## src/rtl/alu_pkg.sv

```systemverilog
// alu_pkg: shared definitions for the sequential ALU.
//   - opcode encodings (OP_ADD..OP_MUL)
//   - FSM state encoding (ST_IDLE, ST_BUSY, ST_DONE)
//   - flag bundle, packed in the order {carry, zero, overflow, sign}
package alu_pkg;

    localparam logic [2:0] OP_ADD = 3'b000;
    localparam logic [2:0] OP_AND = 3'b001;
    localparam logic [2:0] OP_NOT = 3'b010;
    localparam logic [2:0] OP_SUB = 3'b011;
    localparam logic [2:0] OP_OR  = 3'b100;
    localparam logic [2:0] OP_XOR = 3'b101;
    localparam logic [2:0] OP_SHL = 3'b110;
    localparam logic [2:0] OP_MUL = 3'b111;

    localparam logic [1:0] ST_IDLE = 2'd0;
    localparam logic [1:0] ST_BUSY = 2'd1;
    localparam logic [1:0] ST_DONE = 2'd2;

    typedef struct packed {
        logic carry;
        logic zero;
        logic overflow;
        logic sign;
    } alu_flags_t;

endpackage

```

## src/rtl/alu_comb.sv

```systemverilog
// alu_comb: combinational single-cycle datapath (ADD/AND/NOT/SUB/OR/XOR).
// Ports:
//   opcode  in   operation select
//   a, b    in   operands (WIDTH bits)
//   res     out  result (WIDTH bits)
//   flags   out  {carry, zero, overflow, sign}
// Opcodes outside the single-cycle set produce res=0 with all flags derived
// from that zero result; the caller never uses them.
module alu_comb
    import alu_pkg::*;
#(
    parameter int WIDTH = 8
) (
    input  logic [2:0]       opcode,
    input  logic [WIDTH-1:0] a,
    input  logic [WIDTH-1:0] b,
    output logic [WIDTH-1:0] res,
    output alu_flags_t       flags
);

    logic [WIDTH:0] sum_s;
    logic [WIDTH:0] diff_s;

    // Result and flag computation; the extra MSB of sum/diff is carry/borrow.
    always_comb begin
        sum_s          = {1'b0, a} + {1'b0, b};
        diff_s         = {1'b0, a} - {1'b0, b};
        res            = {WIDTH{1'b0}};
        flags.carry    = 1'b0;
        flags.overflow = 1'b0;
        case (opcode)
            OP_ADD: begin
                res            = sum_s[WIDTH-1:0];
                flags.carry    = sum_s[WIDTH];
                flags.overflow = (a[WIDTH-1] == b[WIDTH-1]) && (sum_s[WIDTH-1] != a[WIDTH-1]);
            end
            OP_SUB: begin
                res            = diff_s[WIDTH-1:0];
                flags.carry    = diff_s[WIDTH];
                flags.overflow = (a[WIDTH-1] != b[WIDTH-1]) && (diff_s[WIDTH-1] != a[WIDTH-1]);
            end
            OP_AND:  res = a & b;
            OP_NOT:  res = ~a;
            OP_OR:   res = a | b;
            OP_XOR:  res = a ^ b;
            default: res = {WIDTH{1'b0}};
        endcase
        flags.zero = (res == {WIDTH{1'b0}});
        flags.sign = res[WIDTH-1];
    end

endmodule

```

## src/rtl/alu_seq.sv

```systemverilog
// alu_seq: handshaked ALU with single-cycle logic/arithmetic ops and
// iterative SHL (one bit per cycle) and shift-add MUL (WIDTH cycles).
// Ports:
//   clk, rst_n                 clock, async active-low reset
//   in_valid/in_ready          request handshake; opcode, a, b sampled on accept
//   out_valid/out_ready        result handshake; res and flags held until consumed
//   res                        registered result
//   carry/zero/overflow/sign_flag  registered flags
module alu_seq
    import alu_pkg::*;
#(
    parameter int WIDTH = 8,
    parameter int CNT_W = $clog2(WIDTH + 1)
) (
    input  logic             clk,
    input  logic             rst_n,
    input  logic             in_valid,
    output logic             in_ready,
    input  logic [2:0]       opcode,
    input  logic [WIDTH-1:0] a,
    input  logic [WIDTH-1:0] b,
    output logic             out_valid,
    input  logic             out_ready,
    output logic [WIDTH-1:0] res,
    output logic             carry_flag,
    output logic             zero_flag,
    output logic             overflow_flag,
    output logic             sign_flag
);

    localparam logic [WIDTH-1:0] WIDTH_OPND = WIDTH'(WIDTH);
    localparam logic [CNT_W-1:0] CNT_FULL   = CNT_W'(WIDTH);

    logic [1:0]         state_q, state_d;
    logic [2:0]         op_q, op_d;
    logic [WIDTH-1:0]   a_q, a_d;
    logic [CNT_W-1:0]   cnt_q, cnt_d;
    logic [CNT_W-1:0]   cnt_max_q, cnt_max_d;
    logic [2*WIDTH-1:0] prod_q, prod_d;
    logic [WIDTH-1:0]   res_q, res_d;
    alu_flags_t         flags_q, flags_d;
    logic               out_valid_q, out_valid_d;

    logic [WIDTH-1:0]   comb_res_s;
    alu_flags_t         comb_flags_s;
    logic [WIDTH:0]     mul_sum_s;
    logic [2*WIDTH-1:0] mul_next_s;
    logic [2*WIDTH-1:0] shl_next_s;
    logic [CNT_W-1:0]   shl_cnt_s;
    logic [CNT_W-1:0]   cnt_next_s;
    logic [WIDTH-1:0]   fin_res_s;

    alu_comb #(.WIDTH(WIDTH)) u_comb (
        .opcode (opcode),
        .a      (a),
        .b      (b),
        .res    (comb_res_s),
        .flags  (comb_flags_s)
    );

    // Iterative datapath helpers: MUL adds the multiplicand into the upper half
    // when the product LSB is set, then shifts the whole product right.
    // SHL keeps its operand in the lower half of the product register.
    always_comb begin
        mul_sum_s  = {1'b0, prod_q[2*WIDTH-1:WIDTH]}
                   + (prod_q[0] ? {1'b0, a_q} : {(WIDTH+1){1'b0}});
        mul_next_s = {mul_sum_s, prod_q[WIDTH-1:1]};
        shl_next_s = {{WIDTH{1'b0}}, prod_q[WIDTH-2:0], 1'b0};
        shl_cnt_s  = (b > WIDTH_OPND) ? CNT_FULL : CNT_W'(b);
        cnt_next_s = cnt_q + {{(CNT_W-1){1'b0}}, 1'b1};
        if (op_q == OP_MUL) begin
            fin_res_s = mul_next_s[WIDTH-1:0];
        end else begin
            fin_res_s = shl_next_s[WIDTH-1:0];
        end
    end

    // FSM next-state, operand capture and result registration.
    always_comb begin
        state_d     = state_q;
        op_d        = op_q;
        a_d         = a_q;
        cnt_d       = cnt_q;
        cnt_max_d   = cnt_max_q;
        prod_d      = prod_q;
        res_d       = res_q;
        flags_d     = flags_q;
        out_valid_d = out_valid_q;
        case (state_q)
            ST_IDLE: begin
                if (in_valid) begin
                    op_d  = opcode;
                    a_d   = a;
                    cnt_d = {CNT_W{1'b0}};
                    if (opcode == OP_MUL) begin
                        prod_d    = {{WIDTH{1'b0}}, b};
                        cnt_max_d = CNT_FULL;
                        state_d   = ST_BUSY;
                    end else if ((opcode == OP_SHL) && (b != {WIDTH{1'b0}})) begin
                        prod_d    = {{WIDTH{1'b0}}, a};
                        cnt_max_d = shl_cnt_s;
                        state_d   = ST_BUSY;
                    end else if (opcode == OP_SHL) begin
                        // Zero shift passes a straight through.
                        res_d            = a;
                        flags_d.carry    = 1'b0;
                        flags_d.zero     = (a == {WIDTH{1'b0}});
                        flags_d.overflow = 1'b0;
                        flags_d.sign     = a[WIDTH-1];
                        out_valid_d      = 1'b1;
                        state_d          = ST_DONE;
                    end else begin
                        res_d       = comb_res_s;
                        flags_d     = comb_flags_s;
                        out_valid_d = 1'b1;
                        state_d     = ST_DONE;
                    end
                end else begin
                    state_d = ST_IDLE;
                end
            end
            ST_BUSY: begin
                cnt_d = cnt_next_s;
                if (op_q == OP_MUL) begin
                    prod_d = mul_next_s;
                end else begin
                    prod_d = shl_next_s;
                end
                if (cnt_next_s == cnt_max_q) begin
                    res_d            = fin_res_s;
                    // SHL carry is the bit leaving the top on this final step.
                    flags_d.carry    = (op_q == OP_MUL) ? (|mul_next_s[2*WIDTH-1:WIDTH])
                                                        : prod_q[WIDTH-1];
                    flags_d.zero     = (fin_res_s == {WIDTH{1'b0}});
                    flags_d.overflow = 1'b0;
                    flags_d.sign     = fin_res_s[WIDTH-1];
                    out_valid_d      = 1'b1;
                    state_d          = ST_DONE;
                end else begin
                    state_d = ST_BUSY;
                end
            end
            ST_DONE: begin
                if (out_ready) begin
                    out_valid_d = 1'b0;
                    state_d     = ST_IDLE;
                end else begin
                    state_d = ST_DONE;
                end
            end
            default: begin
                out_valid_d = 1'b0;
                state_d     = ST_IDLE;
            end
        endcase
    end

    // State and datapath registers with asynchronous clear.
    always_ff @(posedge clk or negedge rst_n) begin
        if (!rst_n) begin
            state_q     <= ST_IDLE;
            op_q        <= OP_ADD;
            a_q         <= {WIDTH{1'b0}};
            cnt_q       <= {CNT_W{1'b0}};
            cnt_max_q   <= {CNT_W{1'b0}};
            prod_q      <= {(2*WIDTH){1'b0}};
            res_q       <= {WIDTH{1'b0}};
            flags_q     <= 4'b0000;
            out_valid_q <= 1'b0;
        end else begin
            state_q     <= state_d;
            op_q        <= op_d;
            a_q         <= a_d;
            cnt_q       <= cnt_d;
            cnt_max_q   <= cnt_max_d;
            prod_q      <= prod_d;
            res_q       <= res_d;
            flags_q     <= flags_d;
            out_valid_q <= out_valid_d;
        end
    end

    assign in_ready      = (state_q == ST_IDLE);
    assign out_valid     = out_valid_q;
    assign res           = res_q;
    assign carry_flag    = flags_q.carry;
    assign zero_flag     = flags_q.zero;
    assign overflow_flag = flags_q.overflow;
    assign sign_flag     = flags_q.sign;

endmodule

```

## config.mk

```make
export PLATFORM = sky130hd
export DESIGN_NAME = alu_seq
export DESIGN_NICKNAME = d
export VERILOG_FILES = /design/src/rtl/alu_pkg.sv /design/src/rtl/alu_comb.sv /design/src/rtl/alu_seq.sv
export SDC_FILE = /design/constraint.sdc
export NUM_CORES = 1
export LEC_CHECK = 0
export CAP_MARGIN = 40
export CORE_MARGIN = 2
export CORE_UTILIZATION = 48
export CTS_CLUSTER_SIZE = 24
export DETAILED_ROUTE_END_ITERATION = 10
export GPL_TIMING_DRIVEN = 0
export PLACE_DENSITY = 0.7
export SLEW_MARGIN = 20
export SYNTH_ARGS = -nofsm -noshare
export SYNTH_HDL_FRONTEND = slang
export SYNTH_SLANG_ARGS = --single-unit
```

## constraint.sdc

```tcl
create_clock -name clk -period 3.4 [get_ports clk]
set_input_delay 1.02 -clock clk [delete_from_list [all_inputs] [get_ports clk]]
set_output_delay 1.02 -clock clk [all_outputs]
set_load 0.03 [all_outputs]
```

### Word-level counts from Yosys, hierarchy flattened

Index checks and enable logic that the tools add are counted.

| storage, ports and cells | value |
|---|---|
| output and inout bits | 14 |
| bits in registers | 50 |
| input port bits | 23 |

| operators by class | value |
|---|---|
| muxes and demuxes | 40 |
| add/sub/neg operators | 4 |
| bitwise logic cells | 4 |
| reductions and logical operators | 18 |
| $lt $le $gt $ge | 1 |
| eq/ne operators | 21 |

Operators with widths:

| kind | count |
|---|---|
| $mux W16 | 4 |
| $mux W8 | 7 |
| $pmux W8 S6 | 1 |
| $mux W4 | 9 |
| $pmux W16 S2 | 1 |
| $logic_not A8 Y1 | 3 |
| $add A8 B8 Y9 | 2 |
| $pmux W4 S2 | 2 |
| $pmux W8 S2 | 1 |
| $eq A3 B3 Y1 const B | 5 |
| $mux W2 | 5 |
| $ne A2 B2 Y1 const B | 5 |
| $reduce_and A5 Y1 | 2 |
| $sub A8 B8 Y9 | 1 |
| $and A8 B8 Y8 | 1 |
| $gt A8 B4 Y1 const B | 1 |
| $not A8 Y8 | 1 |
| $or A8 B8 Y8 | 1 |
| $reduce_bool A8 Y1 | 1 |
| $reduce_or A8 Y1 | 1 |
| $xor A8 B8 Y8 | 1 |
| $eq A3 B2 Y1 const B | 2 |
| $mux W1 | 6 |
| $pmux W2 S3 | 1 |
| other kinds (16) | 24 |

### Depth between registers and ports, before layout

Gate-level depths: netlist of run 1.

| logic depth | value |
|---|---|
| word-level depth | 9 |
| depth in mapped cells | 11 |
| depth with buffers taken out | 11 |

### Cells and area by module

From an unflattened synthesis of run 1, not the netlist that was laid out.

| second synthesis, totals | value |
|---|---|
| cells, all modules | 493 |
| area, all modules | 4301.6 µm² |

By module, submodules not included:

| module | area an instance (µm²) | instances | cells an instance | seq. area each (µm²) |
|---|---|---|---|---|
| alu_seq | 2910.3 | 1 | 308 | 1251.2 |
| alu_comb | 1391.3 | 1 | 185 | 0.0 |

### Worst setup path after synthesis of run 1

Ideal clock, no wire load.

| path | value |
|---|---|
| kind | input to register |
| from | in a[0] |
| to | reg res_q[6] (netlist: res[6]) |
| arrival time | 2.889 ns |
| path slack | 0.373 ns |
| setup time | 0.138 ns |
| buffers on the path | 0 |
| stages on the path | 9 |
| cells stage by stage | ha_1 > fa_1 > a211oi_1 > nor3b_1 > o21ai_0 > a21oi_1 > o41ai_1 > a21boi_0 > o221ai_1 |

| between the ends | value |
|---|---|
| longest elaborated chain between the ends | 7 |

Ends and longest elaborated chain:

| what | RTL line | source |
|---|---|---|
| from (decl) | alu_seq.sv:20 | `input logic [WIDTH-1:0] a,` |
| $sub A8 B8 Y9 or $add A8 B8 Y9 (tied branches) | alu_comb.sv:27, alu_comb.sv:26 |  |
| $pmux W8 S6 (*) | alu_comb.sv:31 | `case (opcode)` |
| $mux W8 (*) | alu_seq.sv:103 | `end else if (opcode == OP_SHL) begin` |
| $mux W8 (*) | alu_seq.sv:99 | `end else if ((opcode == OP_SHL) && (b != {WIDTH{1'b0}})) begin` |
| $mux W8 (*) | alu_seq.sv:95 | `if (opcode == OP_MUL) begin` |
| $mux W8 (*) | alu_seq.sv:91 | `if (in_valid) begin` |
| $pmux W8 S2 (*) | alu_seq.sv:89 | `case (state_q)` |
| to (signal assigned) | alu_seq.sv:167 | `res_q <= {WIDTH{1'b0}};` |
| to (signal assigned) | alu_seq.sv:177 | `res_q <= res_d;` |
| to (decl) | alu_seq.sv:40 | `logic [WIDTH-1:0] res_q, res_d;` |

Every way passes the cells marked *; elsewhere a longest branch is shown, timed or not. The select of a mux whose other input is x is not followed.
A chain may end at the register's enable or synchronous reset.

### Worst setup path in the final report of run 1

| path | value |
|---|---|
| from | in a[3] |
| to | reg res_q[7] (netlist: res[7]) |

Same word-level chain as after synthesis.

==> flow_summary.json, run 1 <==
{
  "cts_tree": "done",
  "wl_per_cell_um": 17.59,
  "setup_viol": 0,
  "rows": 33,
  "die_y_um": 96.17,
  "vias": 3755,
  "portBuffers": 35,
  "critPathTopFamily": "compound AO/OA/AOI/OAI gates",
  "crit_path_start_kind": "input pin",
  "synth_cells": 481,
  "cp_common_cell": "a21oi_1",
  "grt_max_degree": 50,
  "clock-sinks": 49,
  "regArea_um2": 1226,
  "slew_headroom": 0.5374,
  "critical_path_class": "input pin to flop",
  "hpwlAfterDp_um": 8420,
  "power.total_mw": 2.872,
  "ys_seq_area_frac": 0.3007,
  "synth-async-reset-ratio": 1.000,
  "hold_path_class": "flop to flop",
  "numCtsBuffers": 5,
  "cp.buffers_inverters": 3,
  "cp.required_ns": 3.58,
  "grt_remaining_overflow": 0,
  "syn-cell-area_um2": 4078,
  "multi_input_area_um2": 2691,
  "firstDrtPassIters": 5,
  "ys.warnings.count": 0,
  "ir_drop_v": 0.0001910,
  "drt_iter0_markers": 264,
  "clock_latency_ns": 0.30,
  "leakage_nw": 2.166,
  "ant_nets": 0,
  "tightestPinTransition_ns": 0.6914,
  "dieWidth_um": 96.17,
  "fin_crit_ns": 3.346,
  "post-route-util": 0.5745,
  "cts.path.max_buffers": 2,
  "grt_pass1_wl_um": 18030,
  "grt_pass1_vias": 3681,
  "end_kind": "flop",
  "hold_violations": 0,
  "synth-edff-count": 0,
  "clock-skew-final_ns": 0.009821,
  "start_util": 0.4963,
  "period_share": 0.9840,
  "grt_antenna_before_repair": 0,
  "nets": 583,
  "critical_path_arrival_ns": 3.53,
  "routed_wl_um": 11060,
  "synth_flop_cell": "dfrtp_1",
  "drive_gt1_frac": 0.1202,
  "io_pins": 37,
  "viasPerCell": 5.970,
  "crit_chain": "clkdlybuf4s15_1 -> inv_1 -> ha_1 -> buf_2 -> a21oi_1 -> o31ai_1 -> a21oi_1 -> a21oi_1 -> a221o_1 -> a211oi_1 -> o21ai_0",
  "place.gp.congestion": 0.9393,
  "cpPeakStageDelay_ns": 0.45,
  "powerDensity_nw_per_um2": 608.4,
  "rsz0062_at_grt": "true",
  "finalSetupTns_ns": 0,
  "drcViolationCount": 0,
  "slew_viol_final": 0,
  "synth_cell_type_count": 67,
  "max_freq_ghz": 0.2989,
  "clkTransAtPathRegs_ns": 0.09,
  "worst-path-max-fanout": 8,
  "root_buffer": "clkbuf_8",
  "dieArea_um2": 9249,
  "postCtsSetupBuffers": 0,
  "grt_usage": 0.2492,
  "synth_area_per_cell_um2": 8.477,
  "synth_nets": 541,
  "hold_buffers": 0,
  "slowest_stage": "clkdlybuf4s15_1",
  "core_um2": 8217,
  "syn2layout_area_growth_pct": 15.77,
  "htreeDepth": 2,
  "max_cap_violations": 0,
  "status": "complete, no violations",
  "fill_cells": 788,
  "diodes": 0,
  "ys_ff_latch": 49
}
==> synth_stat cells, types with 4 or more instances <==
cell	instances	area, um^2
a31oi_1	4	25.02
and2_1	9	56.30
a21oi_1	28	140.1
mux2_2	14	157.7
a21o_1	7	52.55
or2_2	4	25.02
nor4_1	6	37.54
and3_1	4	25.02
nand2b_1	8	50.05
inv_1	26	97.59
nor2_1	34	127.6
nor2b_1	5	31.28
xor2_1	5	43.79
ha_1	34	425.4
dfrtp_1	49	1226
mux2i_1	11	110.1
nand3_1	8	40.04
nor3_1	10	50.05
buf_2	8	40.04
nand2_1	54	202.7
clkbuf_1	12	45.04
xnor2_1	8	70.07
a211oi_1	9	67.56
o21ai_0	41	205.2
a22o_1	9	78.83
o22ai_1	8	50.05
o21bai_1	4	30.03
==> final timing paths <==
kind / from / endpoint / slack (ns) / cells after the start
min in group asynchronous: rst_n / res[1] / 0.72 / 1
worst max register to register: prod_q[0] / carry_flag / 0.63 / 10
worst min-delay path: out_valid / out_valid / 0.49 / 2
worst min register to register: out_valid / out_valid / 0.49 / 2
worst max-delay path: a[3] / res[7] / 0.05 / 11
max in group asynchronous: rst_n / prod_q[14] / 2.24 / 1
==> per-layer routing <==
metal,wire length (um),global-route usage,part of all wire,vias to the layer above
li1,-,-,-,1813
met1,5003,0.3275,0.45,1832
met2,5407,0.4323,0.49,94
met3,442,0.02428,0.040,16
met4,211,0.07381,0.019,0
met5,0,0,0,-
==> through the flow <==
stage | hold slack [ns] | instance area [um^2] | setup WS, ns | std cells
4_1_cts | 0.4933 | 4688 | 0.009497 | 629
2_1_floorplan | 0.4563 | 4078 | 0.3729 | 481
3_5_place_dp | 0.4729 | 4557 | -0.7960 | 621
5_1_grt | 0.5174 | 4721 | -0.06013 | 629
3_3_place_gp | 0.4607 | 4559 | -0.7967 | 621
6_report | 0.4880 | 4721 | 0.05443 | 629
==> layout by cell type (no fill, tap or decap), types with 4 or more instances in the layout <==
| master | count |
|---|---|
| a22o_1 | 9 |
| clkbuf_2 | 4 |
| o22ai_1 | 8 |
| mux2_2 | 14 |
| clkbuf_8 | 7 |
| o21bai_1 | 4 |
| and2_1 | 9 |
| xnor2_1 | 8 |
| clkdlybuf4s50_1 | 24 |
| mux2i_1 | 11 |
| nor2_1 | 34 |
| nand2_1 | 54 |
| dfrtp_1 | 49 |
| inv_1 | 26 |
| clkbuf_1 | 11 |
| nand3_1 | 8 |
| ha_1 | 33 |
| nand2b_1 | 8 |
| buf_2 | 8 |
| o21ai_0 | 40 |
| a21o_1 | 7 |
| nor2b_1 | 5 |
| a211oi_1 | 8 |
| nor4_1 | 5 |
| nor3_1 | 10 |
| and3_1 | 4 |
| or2_2 | 4 |
| a31oi_1 | 4 |
| dlymetal6s2s_1 | 5 |
| a21oi_1 | 26 |
| xor2_1 | 5 |
==> sequential cells by signal, summed over array words and instances, names as in the netlist <==
register / cells
a_q: 8
carry_flag: 1
cnt_max_q: 4
cnt_q: 4
op_q: 3
out_valid: 1
overflow_flag: 1
prod_q: 16
res: 8
state_q: 2
zero_flag: 1
==> layout make-up <==
class	count	share of cell area
sequential	49	0.2597
clock buffer	7	0.02041
clock inverter	1	0.001060
tap	105	0.02783
inverter	26	0.02067
multi-input combinational	381	0.5701
timing repair buffer	35	0.07368
buffer	25	0.02650
==> repair_timing <==
action                     in CTS  in global routing
gates resized for setup        15                 15
setup endpoints to repair       8                  8
pin swaps                       3                  5
==> worst register-to-register path, stage by stage (launching register included) <==
cell      delay, ns
dfrtp_1        0.53
and2_1         0.20
ha_1           0.20
inv_1          0.07
fa_1           0.40
nor2b_1        0.16
o31ai_1        0.12
a21boi_0       0.17
or4_4          0.50
nor4_2         0.20
o22ai_1        0.11
==> logic make-up after synthesis <==
| kind of cell | Yosys count | synth area share |
|---|---|---|
| simple gates | 159 | 0.1955 |
| xor+xnor | 13 | 0.02792 |
| flops | 49 | 0.3007 |
| fa+ha+maj | 37 | 0.1191 |
| compound gates | 147 | 0.2369 |
| mux | 25 | 0.06567 |
| buf+inv | 51 | 0.05431 |
==> power breakdown <==
group / total, mW / switching (mW) / internal, mW
Combinational: 1.53 / 0.874 / 0.654
Clock: 0.381 / 0.196 / 0.184
Sequential: 0.963 / 0.161 / 0.802
Total: 2.87 / 1.23 / 1.64
Power figures use the tool's default switching activity.
==> inputs of run 2 (changes only) <==
--- a/config.mk
+++ b/config.mk
@@ -10,7 +10,6 @@
 export CORE_UTILIZATION = 48
 export CTS_CLUSTER_SIZE = 24
 export DETAILED_ROUTE_END_ITERATION = 10
-export GPL_TIMING_DRIVEN = 0
 export PLACE_DENSITY = 0.7
 export SLEW_MARGIN = 20
 export SYNTH_ARGS = -nofsm -noshare
==> run 2 against run 1 <==
Net effect:
- sequential power rose by 3.1%
- sequential cell count stayed put
- clock power up 31%
- power up 8.1%
- global-route usage grew 2.8 points
- die area unchanged
- critical path depth rose by 1
- design area rose by 11%
- via count up 7.4%
- count of clock-buffer cells in the layout down 2
- combinational power rose by 5%
==> flow_summary.json, run 2 (synthesis results as in run 1) <==
{
  "status": "complete, no violations",
  "fin_crit_ns": 3.266,
  "io_pins": 37,
  "wl_per_cell_um": 17.90,
  "core_um2": 8217,
  "grt_antenna_before_repair": 0,
  "root_buffer": "clkbuf_8",
  "numCtsBuffers": 5,
  "critical_path_class": "input pin to flop",
  "routed_wl_um": 12280,
  "slew_viol_final": 0,
  "setup_viol": 0,
  "portBuffers": 36,
  "worst_slack_ns": 0.1345,
  "grt_usage": 0.2773,
  "hold_buffers": 0,
  "final_common_cell": "buf_4",
  "max_cap_violations": 0,
  "viasPerCell": 5.876,
  "hold-worst-slack_ns": 0.4896,
  "largest-register": "prod_q",
  "nets": 640,
  "tightestPinTransition_ns": 0.6870,
  "drt_iter0_markers": 241,
  "syn2layout_area_growth_pct": 28.69,
  "cp.required_ns": 3.62,
  "leakage_nw": 2.468,
  "htreeDepth": 2,
  "drcViolationCount": 0,
  "post-route-util": 0.6386,
  "critical_path_arrival_ns": 3.48,
  "grt_pass1_vias": 4016,
  "dieArea_um2": 9249,
  "hold_path_class": "flop to flop",
  "firstDrtPassIters": 5,
  "dieWidth_um": 96.17,
  "clock_latency_ns": 0.31,
  "worst-path-max-fanout": 8,
  "cts.path.max_buffers": 2,
  "post-place-ws_ns": -0.4578,
  "diodes": 0,
  "powerDensity_nw_per_um2": 591.7,
  "die_y_um": 96.17,
  "largest_register_ffs": 16,
  "drive_gt1_frac": 0.2272,
  "final_cell_mix": "buf_4 (81), nand2_1 (54), dfrtp_1 (49)",
  "grt_remaining_overflow": 0,
  "rows": 33,
  "grt_pass1_wl_um": 19890,
  "vias": 4031,
  "ir_drop_v": 0.0002517,
  "start_util": 0.4963,
  "ant_nets": 0,
  "slew_headroom": 0.5403,
  "hpwlAfterDp_um": 9616,
  "cts_tree": "done",
  "clock-sinks": 49,
  "end_kind": "flop",
  "hold_violations": 0,
  "crit_path_start_kind": "input pin",
  "place.gp.congestion": 0.9738,
  "grt_max_degree": 50,
  "rsz0062_at_grt": "false",
  "clkTransAtPathRegs_ns": 0.09,
  "clock-skew-final_ns": 0.008018,
  "max_freq_ghz": 0.3062,
  "period_share": 0.9605
}
-- run 2: report_power, final --
| group | switching (mW) | internal [mW] | total [mW] |
|---|---|---|---|
| registers | 0.191 | 0.802 | 0.993 |
| clock network | 0.206 | 0.292 | 0.498 |
| logic | 0.879 | 0.735 | 1.61 |
-- run 2: timing repair --
item                                    4_1_cts  5_1_grt
pin swaps                                     0        5
buffers inserted                              0        1
endpoints found under the setup margin        5        7
gates resized for setup                       4       20
-- run 2: area by class of cell --
class	count	area [um^2]
Inverter	26	97.59
Timing Repair Buffer	117	965.9
Fill cell	710	2969
Sequential cell	49	1226
Clock buffer	5	68.82
Tap cell	105	131.4
Multi-Input combinational cell	381	2693
Clock inverter	3	65.06
-- run 2: worst paths after layout --
path | start | end | slack, ns | cells past startpoint
min reg2reg | res[1] | res[1] | 0.49 | 1
min in group asynchronous | rst_n | res[1] | 0.80 | 2
max | a[3] | res[5] | 0.13 | 12
max in group asynchronous | rst_n | cnt_q[0] | 2.17 | 2
min | res[1] | res[1] | 0.49 | 1
max reg2reg | prod_q[0] | carry_flag | 0.56 | 10
-- run 2: metal layers --
| metal | routed length (um) | global-route usage |
|---|---|---|
| met5 | 0 | 0 |
| met4 | 320 | 0.08452 |
| met3 | 387 | 0.02662 |
| met2 | 6015 | 0.4797 |
| met1 | 5552 | 0.3646 |
-- run 2: metrics by stage --
step                      total power [mW]  std cells  TNS (ns)  cell area, um^2
after floorplan                      1.991        481         0             4078
after global placement               2.529        677    -2.116             5041
after detailed placement             2.581        677    -2.646             5041
after CTS                            3.082        685         0             5185
after global routing                 3.310        686         0             5248
final                                3.105        686         0             5248
-- run 2: worst max-delay path, stage by stage --
cell and delay [ns]:
clkdlybuf4s50_1 0.51, inv_1 0.10, ha_4 0.32, inv_1 0.09
buf_4 0.14, o31ai_2 0.24, a21oi_1 0.17, o2111ai_1 0.25
o41a_1 0.26, buf_4 0.13, a21oi_1 0.04, o31ai_1 0.20
==> inputs of run 3 (changes only) <==
--- a/config.mk
+++ b/config.mk
@@ -10,6 +10,7 @@
 export CORE_UTILIZATION = 48
 export CTS_CLUSTER_SIZE = 24
 export DETAILED_ROUTE_END_ITERATION = 10
+export GPL_ROUTABILITY_DRIVEN = 0
 export PLACE_DENSITY = 0.7
 export SLEW_MARGIN = 20
 export SYNTH_ARGS = -nofsm -noshare
==> run 3 against run 2 <==
Net effect:
- die area unchanged
- maximum frequency is essentially flat
- combinational power is essentially flat
- power decreased by 0.38%
- clock power about the same
==> flow_summary.json, run 3 (synthesis results as in run 1) <==
{
  "status": "complete, no violations",
  "critical_path_class": "input pin to flop",
  "core_um2": 8217,
  "period_share": 0.9603,
  "critPathTopFamily": "compound AO/OA/AOI/OAI gates",
  "topRoutingLayerUsed": "met4",
  "crit_path_start_kind": "input pin",
  "firstDrtPassIters": 5,
  "hpwlAfterDp_um": 9359,
  "whs_path_depth": 2,
  "grt_max_degree": 34,
  "hold_violations": 0,
  "powerDensity_nw_per_um2": 593.9,
  "cts.path.max_buffers": 2,
  "start_util": 0.4963,
  "slowest_stage": "clkdlybuf4s50_1",
  "clkTransAtPathRegs_ns": 0.09,
  "wl_per_cell_um": 17.71,
  "setup_viol": 0,
  "viasPerCell": 5.967,
  "vias": 4034,
  "ir_drop_v": 0.0002177,
  "tightestPinTransition_ns": 0.6580,
  "root_buffer": "clkbuf_8",
  "cts_tree": "done",
  "drcViolationCount": 0,
  "routed_wl_um": 11980,
  "clock_latency_ns": 0.31,
  "timing.reg2reg.worst_path_depth": 10,
  "slew_viol_final": 0,
  "numCtsBuffers": 5,
  "grt_pass1_vias": 4095,
  "portBuffers": 36,
  "grt_usage": 0.2738,
  "leakage_nw": 2.433,
  "die_y_um": 96.17,
  "critical_path_arrival_ns": 3.45,
  "clock-sinks": 49,
  "rr_endpoint": "carry_flag",
  "largest_register_ffs": 16,
  "grt_antenna_before_repair": 0,
  "worst-path-max-fanout": 4,
  "met2WireLength_um": 5855,
  "syn2layout_area_growth_pct": 27.74,
  "wl_met1_um": 5137,
  "finalSetupTns_ns": 0,
  "final_cell_mix": "buf_4 (68), nand2_1 (54), dfrtp_1 (49)",
  "clock-skew-final_ns": 0.008704,
  "cp.buffers_inverters": 4,
  "fin_crit_ns": 3.265,
  "max_cap_violations": 0,
  "drt_iter0_markers": 318,
  "power.total_mw": 3.093,
  "post-place-ws_ns": -0.4390,
  "setup.worst_path.start": "b[1]",
  "postLayoutCellArea_um2": 5209,
  "max_freq_ghz": 0.3063,
  "wl_met3_um": 610,
  "path_depth": 11,
  "crit_chain": "clkdlybuf4s50_1 -> inv_1 -> ha_1 -> o21bai_1 -> a221oi_1 -> buf_4 -> nor3_1 -> o41a_1 -> buf_4 -> a21oi_1 -> o31ai_1",
  "io_pins": 37,
  "cp.required_ns": 3.59,
  "regArea_um2": 1226,
  "multi_input_area_um2": 2690,
  "slew_headroom": 0.5597,
  "postCtsSetupBuffers": 0,
  "grt_remaining_overflow": 0,
  "rows": 33,
  "ant_nets": 0,
  "dieArea_um2": 9249,
  "nets": 630,
  "drive_gt1_frac": 0.2119,
  "endpoint": "res[5]",
  "grt_pass1_wl_um": 19580,
  "final_common_cell": "buf_4",
  "worstHoldStart": "res[2]",
  "end_kind": "flop",
  "cpPeakStageDelay_ns": 0.56,
  "dieWidth_um": 96.17,
  "cp_common_cell": "buf_4",
  "diodes": 0,
  "r2r_slack_ns": 0.59,
  "fill_cells": 707,
  "largest-register": "prod_q",
  "post-route-util": 0.6339,
  "dpl-instance-area_um2": 5011,
  "r2r-start": "prod_q[0]",
  "htreeDepth": 2,
  "hold_path_class": "flop to flop",
  "worst_slack_ns": 0.1349
}
run 3: timing repair:
item	4_1_cts	5_1_grt
resized for setup	3	18
pin swaps	0	5
endpoints found under the setup margin	4	7
hold buffers	0	0
run 3: power breakdown:
group | internal, mW | total (mW) | switching (mW)
combinational | 0.734 | 1.60 | 0.867
clock | 0.292 | 0.495 | 0.203
sequential | 0.802 | 0.998 | 0.196
total | 1.83 | 3.09 | 1.26
run 3: routing by layer:
| layer | vias to the layer above | GRT usage |
|---|---|---|
| met2 | 131 | 0.4809 |
| li1 | 1912 | - |
| met3 | 30 | 0.03446 |
| met4 | 0 | 0.1107 |
| met5 | - | 0 |
| met1 | 1961 | 0.3377 |
run 3: tightest hold or removal path, cell delays in order (launching register included):
cell     delay [ns]
dfrtp_1        0.35
nand2_1        0.04
o21ai_0        0.06
run 3: area by class of cell:
cell class,count,area share
Tap cell,105,0.02522
Multi-Input combinational cell,381,0.5165
Clock buffer,5,0.01321
Timing Repair Buffer,107,0.1785
Sequential cell,49,0.2354
Inverter,26,0.01874
Clock inverter,3,0.01249
run 3: worst min-delay path by stage:
stage	slack, ns	end
6_report	0.49	res[2]
3_5_place_dp	0.47	res[1]
3_3_place_gp	0.46	res[1]
4_1_cts	0.49	res[1]
2_1_floorplan	0.46	prod_q[8]
5_1_grt	0.50	res[1]
run 3: metrics by stage:
step,instances,hold slack (ns)
after floorplan,481,0.4563
after global placement,668,0.4607
after detailed placement,668,0.4692
after CTS,676,0.4895
after global routing,676,0.5034
final,676,0.4889
